--- config.mk ---
export PLATFORM = sky130hd
export DESIGN_NAME = store_queue_flat
export DESIGN_NICKNAME = d
export VERILOG_FILES = /design/src/rtl/store_queue_pkg.sv /design/src/rtl/store_queue_if.sv /design/src/rtl/sq_forward_lookup.sv /design/src/rtl/store_queue.sv /design/src/flat_wrapper.sv
export SDC_FILE = /design/constraint.sdc
export NUM_CORES = 2
export LEC_CHECK = 0
export CORE_ASPECT_RATIO = 1.4
export CORE_MARGIN = 4
export CORE_UTILIZATION = 50
export DETAILED_ROUTE_END_ITERATION = 10
export GPL_TIMING_DRIVEN = 0
export PLACE_DENSITY = 0.68
export SLEW_MARGIN = 5
export SYNTH_ARGS = -nofsm -noshare
export SYNTH_HDL_FRONTEND = slang
export SYNTH_SLANG_ARGS = --single-unit
--- constraint.sdc ---
create_clock -name clock -period 12.29 [get_ports clock]
set_clock_uncertainty 0.2 [all_clocks]
set_input_delay 2.458 -clock clock [delete_from_list [all_inputs] [get_ports clock]]
set_output_delay 2.458 -clock clock [all_outputs]
set_load 0.01 [all_outputs]
--- src/rtl/store_queue_pkg.sv ---
// Store queue shared types: entry record, lookup request/response
// packets and the queue geometry constants.
package store_queue_pkg;

    localparam int LSQ  = 3;
    localparam int XLEN = 32;

    typedef struct packed {
        logic            valid;
        logic            executed;
        logic [XLEN-1:2] addr;
        logic [3:0]      usebytes;
        logic [XLEN-1:0] data;
    } SQ_ENTRY;

    typedef struct packed {
        logic [XLEN-1:0] addr;
        logic [LSQ-1:0]  tail_pos;
    } LOAD_SQ_PACKET;

    typedef struct packed {
        logic            stall;
        logic [3:0]      usebytes;
        logic [XLEN-1:0] data;
    } SQ_LOAD_PACKET;

    function automatic logic [LSQ-1:0] sq_inc(
        input logic [LSQ-1:0] i
    );
        return i + 1'b1;
    endfunction

endpackage

--- src/rtl/store_queue_if.sv ---
// Bundle of every store queue signal except clock and reset.
// The queue is the slave; dispatch, store FU, ROB, load FU are master.
interface store_queue_if;
    import store_queue_pkg::*;

    logic            dispatch_en;
    logic            sq_full;
    logic [LSQ-1:0]  sq_tail;
    logic            exe_valid;
    logic [LSQ-1:0]  exe_idx;
    logic [XLEN-1:0] exe_addr;
    logic [3:0]      exe_usebytes;
    logic [XLEN-1:0] exe_data;
    logic            retire_en;
    logic            squash;
    LOAD_SQ_PACKET   sq_lookup;
    SQ_LOAD_PACKET   sq_result;
    logic            mem_wr_en;
    logic [XLEN-1:0] mem_addr;
    logic [3:0]      mem_usebytes;
    logic [XLEN-1:0] mem_data;

    modport slave (
        input  dispatch_en,
        output sq_full,
        output sq_tail,
        input  exe_valid,
        input  exe_idx,
        input  exe_addr,
        input  exe_usebytes,
        input  exe_data,
        input  retire_en,
        input  squash,
        input  sq_lookup,
        output sq_result,
        output mem_wr_en,
        output mem_addr,
        output mem_usebytes,
        output mem_data
    );

    modport master (
        output dispatch_en,
        input  sq_full,
        input  sq_tail,
        output exe_valid,
        output exe_idx,
        output exe_addr,
        output exe_usebytes,
        output exe_data,
        output retire_en,
        output squash,
        output sq_lookup,
        input  sq_result,
        input  mem_wr_en,
        input  mem_addr,
        input  mem_usebytes,
        input  mem_data
    );

endinterface

--- src/rtl/sq_forward_lookup.sv ---
// Age-ordered scan from head to the load's tail_pos; any unexecuted
// store stalls the load, otherwise the youngest match wins per byte.
module sq_forward_lookup
    import store_queue_pkg::*;
#(
    parameter int SQ_DEPTH = 2**LSQ
) (
    input  SQ_ENTRY       entries [SQ_DEPTH],
    input  logic [LSQ-1:0] head,
    input  LOAD_SQ_PACKET lookup,
    output SQ_LOAD_PACKET result
);

    logic [LSQ-1:0]  span;
    logic [LSQ-1:0]  idx;
    logic            stall;
    logic [3:0]      fwd_bytes;
    logic [XLEN-1:0] fwd_data;
    logic            unused_addr_lsb;

    assign unused_addr_lsb = ^lookup.addr[1:0];

    // Walk oldest to youngest so later matches overwrite older ones.
    always_comb begin
        span      = lookup.tail_pos - head;
        idx       = head;
        stall     = 1'b0;
        fwd_bytes = 4'b0;
        fwd_data  = '0;
        for (int i = 0; i < SQ_DEPTH; i++) begin
            idx = head + LSQ'(i);
            if (LSQ'(i) < span) begin
                if (!entries[idx].executed) begin
                    stall = 1'b1;
                end else if (entries[idx].addr
                             == lookup.addr[XLEN-1:2]) begin
                    for (int b = 0; b < 4; b++) begin
                        if (entries[idx].usebytes[b]) begin
                            fwd_bytes[b]       = 1'b1;
                            fwd_data[8*b +: 8] =
                                entries[idx].data[8*b +: 8];
                        end
                    end
                end
            end
        end
    end

    // A stalled load gets no partial data.
    always_comb begin
        result = '0;
        if (stall) begin
            result.stall = 1'b1;
        end else begin
            result.usebytes = fwd_bytes;
            result.data     = fwd_data;
        end
    end

endmodule

--- src/rtl/store_queue.sv ---
// Circular store queue: allocates at dispatch, fills at execute,
// forwards to loads, and writes the head store to the cache at retire.
module store_queue
    import store_queue_pkg::*;
#(
    parameter int SQ_DEPTH = 2**LSQ
) (
    input  logic          clock,
    input  logic          reset,
    store_queue_if.slave  sq
);

    SQ_ENTRY        entries [SQ_DEPTH];
    logic [LSQ-1:0] head;
    logic [LSQ-1:0] tail;
    logic [LSQ-1:0] count;
    logic [LSQ-1:0] head_nxt;
    logic           disp_ok;
    logic           unused_exe_lsb;

    assign unused_exe_lsb = ^sq.exe_addr[1:0];

    // One slot stays free so tail_pos == head always means empty.
    assign sq.sq_full = (count == LSQ'(SQ_DEPTH - 1));
    assign sq.sq_tail = tail;
    assign disp_ok    = sq.dispatch_en && !sq.sq_full;
    assign head_nxt   = sq.retire_en ? sq_inc(head) : head;

    // Queue pointers, entry array and the registered cache write port.
    always_ff @(posedge clock) begin
        if (!reset) begin
            head            <= '0;
            tail            <= '0;
            count           <= '0;
            sq.mem_wr_en    <= 1'b0;
            sq.mem_addr     <= '0;
            sq.mem_usebytes <= 4'b0;
            sq.mem_data     <= '0;
            for (int i = 0; i < SQ_DEPTH; i++) begin
                entries[i] <= '0;
            end
        end else begin
            sq.mem_wr_en <= sq.retire_en;
            if (sq.retire_en) begin
                sq.mem_addr     <= {entries[head].addr, 2'b00};
                sq.mem_usebytes <= entries[head].usebytes;
                sq.mem_data     <= entries[head].data;
                entries[head].valid <= 1'b0;
            end
            if (sq.exe_valid) begin
                entries[sq.exe_idx].executed <= 1'b1;
                entries[sq.exe_idx].addr     <=
                    sq.exe_addr[XLEN-1:2];
                entries[sq.exe_idx].usebytes <= sq.exe_usebytes;
                entries[sq.exe_idx].data     <= sq.exe_data;
            end
            if (sq.squash) begin
                for (int i = 0; i < SQ_DEPTH; i++) begin
                    entries[i].valid <= 1'b0;
                end
                tail  <= head_nxt;
                count <= '0;
            end else begin
                if (disp_ok) begin
                    entries[tail].valid    <= 1'b1;
                    entries[tail].executed <= 1'b0;
                    tail <= sq_inc(tail);
                end
                count <= count + LSQ'(disp_ok)
                       - LSQ'(sq.retire_en);
            end
            head <= head_nxt;
        end
    end

    sq_forward_lookup #(
        .SQ_DEPTH (SQ_DEPTH)
    ) u_lookup (
        .entries (entries),
        .head    (head),
        .lookup  (sq.sq_lookup),
        .result  (sq.sq_result)
    );

endmodule

--- src/flat_wrapper.sv ---
// flat-port wrapper written by rule: the top's interface ports become plain ports
module store_queue_flat import store_queue_pkg::*;
#(
    parameter int SQ_DEPTH = 2**LSQ
)
  (clock, reset, sq_dispatch_en, sq_sq_full, sq_sq_tail, sq_exe_valid, sq_exe_idx, sq_exe_addr, sq_exe_usebytes, sq_exe_data, sq_retire_en, sq_squash, sq_sq_lookup, sq_sq_result, sq_mem_wr_en, sq_mem_addr, sq_mem_usebytes, sq_mem_data);
  store_queue_if sq_i ();
  input  logic clock;
  input  logic reset;
  input wire logic [$bits(sq_i.dispatch_en)-1:0] sq_dispatch_en;
  output wire logic [$bits(sq_i.sq_full)-1:0] sq_sq_full;
  output wire logic [$bits(sq_i.sq_tail)-1:0] sq_sq_tail;
  input wire logic [$bits(sq_i.exe_valid)-1:0] sq_exe_valid;
  input wire logic [$bits(sq_i.exe_idx)-1:0] sq_exe_idx;
  input wire logic [$bits(sq_i.exe_addr)-1:0] sq_exe_addr;
  input wire logic [$bits(sq_i.exe_usebytes)-1:0] sq_exe_usebytes;
  input wire logic [$bits(sq_i.exe_data)-1:0] sq_exe_data;
  input wire logic [$bits(sq_i.retire_en)-1:0] sq_retire_en;
  input wire logic [$bits(sq_i.squash)-1:0] sq_squash;
  input wire logic [$bits(sq_i.sq_lookup)-1:0] sq_sq_lookup;
  output wire logic [$bits(sq_i.sq_result)-1:0] sq_sq_result;
  output wire logic [$bits(sq_i.mem_wr_en)-1:0] sq_mem_wr_en;
  output wire logic [$bits(sq_i.mem_addr)-1:0] sq_mem_addr;
  output wire logic [$bits(sq_i.mem_usebytes)-1:0] sq_mem_usebytes;
  output wire logic [$bits(sq_i.mem_data)-1:0] sq_mem_data;
  assign sq_i.dispatch_en = sq_dispatch_en;
  assign sq_sq_full = sq_i.sq_full;
  assign sq_sq_tail = sq_i.sq_tail;
  assign sq_i.exe_valid = sq_exe_valid;
  assign sq_i.exe_idx = sq_exe_idx;
  assign sq_i.exe_addr = sq_exe_addr;
  assign sq_i.exe_usebytes = sq_exe_usebytes;
  assign sq_i.exe_data = sq_exe_data;
  assign sq_i.retire_en = sq_retire_en;
  assign sq_i.squash = sq_squash;
  assign sq_i.sq_lookup = sq_sq_lookup;
  assign sq_sq_result = sq_i.sq_result;
  assign sq_mem_wr_en = sq_i.mem_wr_en;
  assign sq_mem_addr = sq_i.mem_addr;
  assign sq_mem_usebytes = sq_i.mem_usebytes;
  assign sq_mem_data = sq_i.mem_data;
  store_queue #(.SQ_DEPTH(SQ_DEPTH)) u_core (.clock(clock), .reset(reset), .sq(sq_i));
endmodule
==> results.md, run 1 <==
- CTS buffer count: 69
- Tool error: [ERROR GRT-0116] Global routing finished with congestion. Check the congestion regions in the DRC Viewer.
- DP HPWL: 229 mm
- Post-Syn Area: 47000 um2
- Status: stopped before the end
- Routability Congestion: 1.20
- CTS root buffer: clkbuf_16
- Initial core utilization: 50.6%
- Total gr overflow: 105
- Die height: 371 um
- Global-route wire length before repair: 467 mm
- Die width: 267 um
- TritonCTS Sinks: 612
- Unique masters post-synth: 100
- Synth Register Bits: 612
- I/O pin count: 222
- Cell Rows: 132
- Main synth FF type: dfxtp_1
- Fail Step: 5_1_grt
- Vias in the first global route: 53.7k
- Hold-fix buffers, CTS: 0
- Syn Area/Cell: 9.13 um2
- Post-synth EDFFs: 0
- H-tree depth: 3
- Pin count of the biggest net entering global routing: 20
- Ys async rst share: 0%
- Tot GR Track Use: 67.2%
- Synth warn: 0
- Port bufs: 126
- Sequential share of the synthesized area: 26.1%
- Clk buf depth: 3
- Pre-CTS setup slack: -1.75 ns
- Cells after synthesis: 5146
[per-layer routing]
metal / global-route usage, % / overflow
met2: 87.4 / 48
met4: 70.7 / 55
met5: 14.9 / 0
met3: 47.2 / 1
met1: 65.7 / 1
[Yosys cell counts (all sizes together), types with 42 or more instances]
| library cell | instances | area share [%] |
|---|---|---|
| nor3 | 50 | 0.55 |
| nor2 | 133 | 1.1 |
| dfxtp | 612 | 26 |
| mux4 | 544 | 26 |
| mux2i | 276 | 5.9 |
| a211oi | 69 | 1.1 |
| xnor2 | 187 | 3.5 |
| mux2 | 52 | 1.2 |
| o21ai | 49 | 0.52 |
| nand3 | 84 | 0.90 |
| a21oi | 586 | 6.2 |
| xor2 | 42 | 0.78 |
| nand2 | 1397 | 11 |
| clkbuf | 257 | 2.1 |
| buf | 278 | 3.9 |
[cell families after synthesis]
kind of cell	share of synthesized area [%]
AO/OA/AOI/OAI	13.0
XOR/XNOR	4.27
other	0.00799
flip-flops	26.1
buffers and inverters	6.22
multiplexers	33.4
adder cells (fa/ha/maj)	0.245
AND/OR/NAND/NOR	16.8
[per-stage QoR]
step	std cells	area (um2)	TNS, ns
after floorplan	5147	47000	0
after global placement	6479	49700	-55.17
after detailed placement	6487	49900	-53.00
after CTS	6622	52500	0
[timing repair]
item,4_1_cts
endpoints found under the hold margin,0
gates resized for setup,35
pin swaps,7
setup endpoints to repair,37
setup buffers,9
==> run 2, diff against run 1 <==
Settings changed: CORE_ASPECT_RATIO 1.4 to unset, CORE_UTILIZATION 50 to 35, PLACE_DENSITY 0.68 to unset, PLACE_DENSITY_LB_ADDON set to 0.15.
==> results.md, run 2 <==
- H-tree depth: 3 (unchanged)
- Initial antenna violation count: 21
- Die width: 374 um (was 267 um)
- Initial DRC count: 8958
- Routability Congestion: 1.09 (was 1.20)
- Reg-to-reg critical path startpoint: u_core.head[0]$_SDFF_PN0_
- Main synth FF type: dfxtp_1 (unchanged)
- Die height: 374 um (was 371 um)
- DP HPWL: 239 mm (was 229 mm)
- CTS clk-pin slew, worst paths: 0.05 ns
- Vias in the first global route: 44.0k
- Hold WC Path Type: reg -> reg
- Synth area leaders: dfxtp_1, mux4_2, nand2_1, a21oi_1, mux2i_1 (unchanged)
- Min-Delay Startpoint: u_core.sq.mem_addr[26]$_SDFFE_PN0P_
- Via Count: 49.6k
- Total gr overflow: 0
- Area Growth Syn to Fin: 14.1%
- Nets@finish: 5486
- Fmax: 79.9 MHz
- Cell Rows: 134 (was 132)
- Core footprint: 133000 um2
- Status: finished, violations left (was stopped before the end)
- Post-synth top area cell: dfxtp_1 (unchanged)
- Clk buf depth: 3 (unchanged)
- Post-route core utilization: 40.2%
- CTS buffer count: 76 (was 69)
- Nature of the critical path startpoint: register
- Slew HR: -8.20%
- WL/cell: 44.1 um
- Final instance area: 53600 um2
- Final hold vios: 0
- Most common cell after layout, fill and taps aside: nand2_1
- Setup violations, final: 21
- Multi-input logic area: 32000 um2
- Storage element area: 12300 um2
- Most frequent cells after synthesis: nand2_1, dfxtp_1, a21oi_1 (unchanged)
- Critical Path AT: 9.86 ns
- # Max-Cap Violations: 8
- Max Slew Vio Count: 54
- I/O pin count: 222 (unchanged)
- Most frequent cells in the layout: nand2_1, dfxtp_1, a21oi_1
- Tcrit/Tclk final: 102%
- CTS root buffer: clkbuf_16 (unchanged)
- Die area: 140000 um2
- Leakage: 16.6 nW
- Unique masters post-synth: 100 (unchanged)
- TritonCTS Sinks: 612 (unchanged)
- CP endpoint kind: output pin
- Fraction of layout cells with a size suffix above 1: 19.6%
- Pin count of the biggest net entering global routing: 13
- Post-Syn Area: 47000 um2 (unchanged)
- CTS tree: done
- Crit path from: u_core.head[0]$_SDFF_PN0_
- Max IR drop VDD: 0.0907 mV
- Number of iterations in the first detailed-routing pass: 8
- Synth warn: 0 (unchanged)
- Ys async rst share: 0% (unchanged)
- Clk_lat worst skew: 0.73 ns
- Critical path class: reg -> out
- Initial core utilization: 35.2% (was 50.6%)
- Post-synth EDFFs: 0 (unchanged)
- RSZ-0062 raised after global routing: false
- Routed WL: 317 mm
- Worst setup margin: -0.228 ns
- Power density over cell area: 118 nW/um2
- TNS Setup: -1.73 ns
- Failing checks: capacitance limit, slew limit, setup timing
- Pre-CTS setup slack: -1.01 ns (was -1.75 ns)
- Tot GR Track Use: 43.4%
- Placed instance area: 50600 um2 (was 49900 um2)
- Global-route wire length before repair: 414 mm
- Sequential share of the synthesized area: 26.1% (unchanged)
- CP max FO: 10
- Fin crit period: 12.52 ns
- Syn Area/Cell: 9.13 um2 (unchanged)
- Critical Path RT: 9.63 ns
- Filler instances: 13.5k
- Port bufs: 126 (unchanged)
- DRT antenna net count: 0
- Cells after synthesis: 5146 (unchanged)
- DRC errors left: 0
- Synth Register Bits: 612 (unchanged)
- Least-Margin Pin Slew: 1.62 ns
- Vias/cell: 6.89
- Post-synth top area share: 26.1% (unchanged)
- Top-count cell post-synth: nand2_1 (unchanged)
[run 2: area by class of cell]
| class | instances | area share [%] |
|---|---|---|
| tap | 1768 | 4.13 |
| timing repair buffer | 141 | 2.63 |
| clock buffer | 108 | 4.13 |
| antenna | 9 | 0.0420 |
| multi-input combinational | 3968 | 59.8 |
| clock inverter | 28 | 0.792 |
| sequential | 612 | 22.9 |
| inverter | 30 | 0.215 |
| buffer | 537 | 5.39 |
[run 2: path summary, 6_finish.rpt]
path	slack [ns]	end	depth (start not counted)
worst max register to register	3.82	u_core.sq.sq_tail[1]$_SDFFE_PN0P_	22
worst min register to register	0.26	u_core.sq.mem_addr[26]$_SDFFE_PN0P_	2
worst min-delay path	0.26	u_core.sq.mem_addr[26]$_SDFFE_PN0P_	2
worst max-delay path	-0.23	sq_sq_result[2]	13
[run 2: through the flow]
stage / power [mW] / instances / hold WS, ns
4_1_cts: 6.22 / 7192 / 0.264
3_5_place_dp: 3.79 / 7049 / 0.256
6_report: 6.34 / 7201 / 0.262
5_1_grt: 6.39 / 7193 / 0.291
3_3_place_gp: 3.79 / 7041 / 0.256
2_1_floorplan: 2.99 / 5147 / 0.263
[run 2: kinds of logic after synthesis]
logic type	share of synthesized area, %
AND/OR/NAND/NOR	16.8
AO/OA/AOI/OAI	13.0
multiplexers	33.4
flip-flops	26.1
buffers and inverters	6.22
XOR/XNOR	4.27
adder cells (fa/ha/maj)	0.245
other	0.00799
[run 2: metal layers]
layer / vias to the layer above / share of wire (%) / track usage (%)
li1: 19300 / - / -
met1: 25000 / 39 / 57.7
met2: 4395 / 38 / 56.5
met3: 872 / 16 / 23.9
met4: 16 / 5.9 / 20.0
met5: - / 0.14 / 1.99
[run 2: power by group]
part           internal (mW)  leakage (nW)  switching [mW]
clock                   1.41          1.28            1.04
combinational          0.512          10.3            1.24
sequential              2.04          4.96          0.0921
total                   3.96          16.6            2.37
[run 2: critical path, stage by stage (launching register included)]
cell	delay, ns
dfxtp_1	0.52
ha_1	0.31
xor2_1	1.14
clkbuf_1	0.56
clkbuf_1	0.75
buf_1	1.07
buf_1	1.17
clkbuf_1	1.04
clkbuf_1	1.06
nor2_1	0.12
nor2_1	0.15
o22ai_1	0.12
a211oi_2	0.47
clkdlybuf4s50_1	0.63
[run 2: timing repair]
action,CTS,global route
setup buffers,7,0
hold buffers,0,0
resized for setup,41,13
setup endpoints to repair,37,26
endpoints found under the hold margin,0,0
pin swaps,4,0
(Power assumes the default switching activity.)
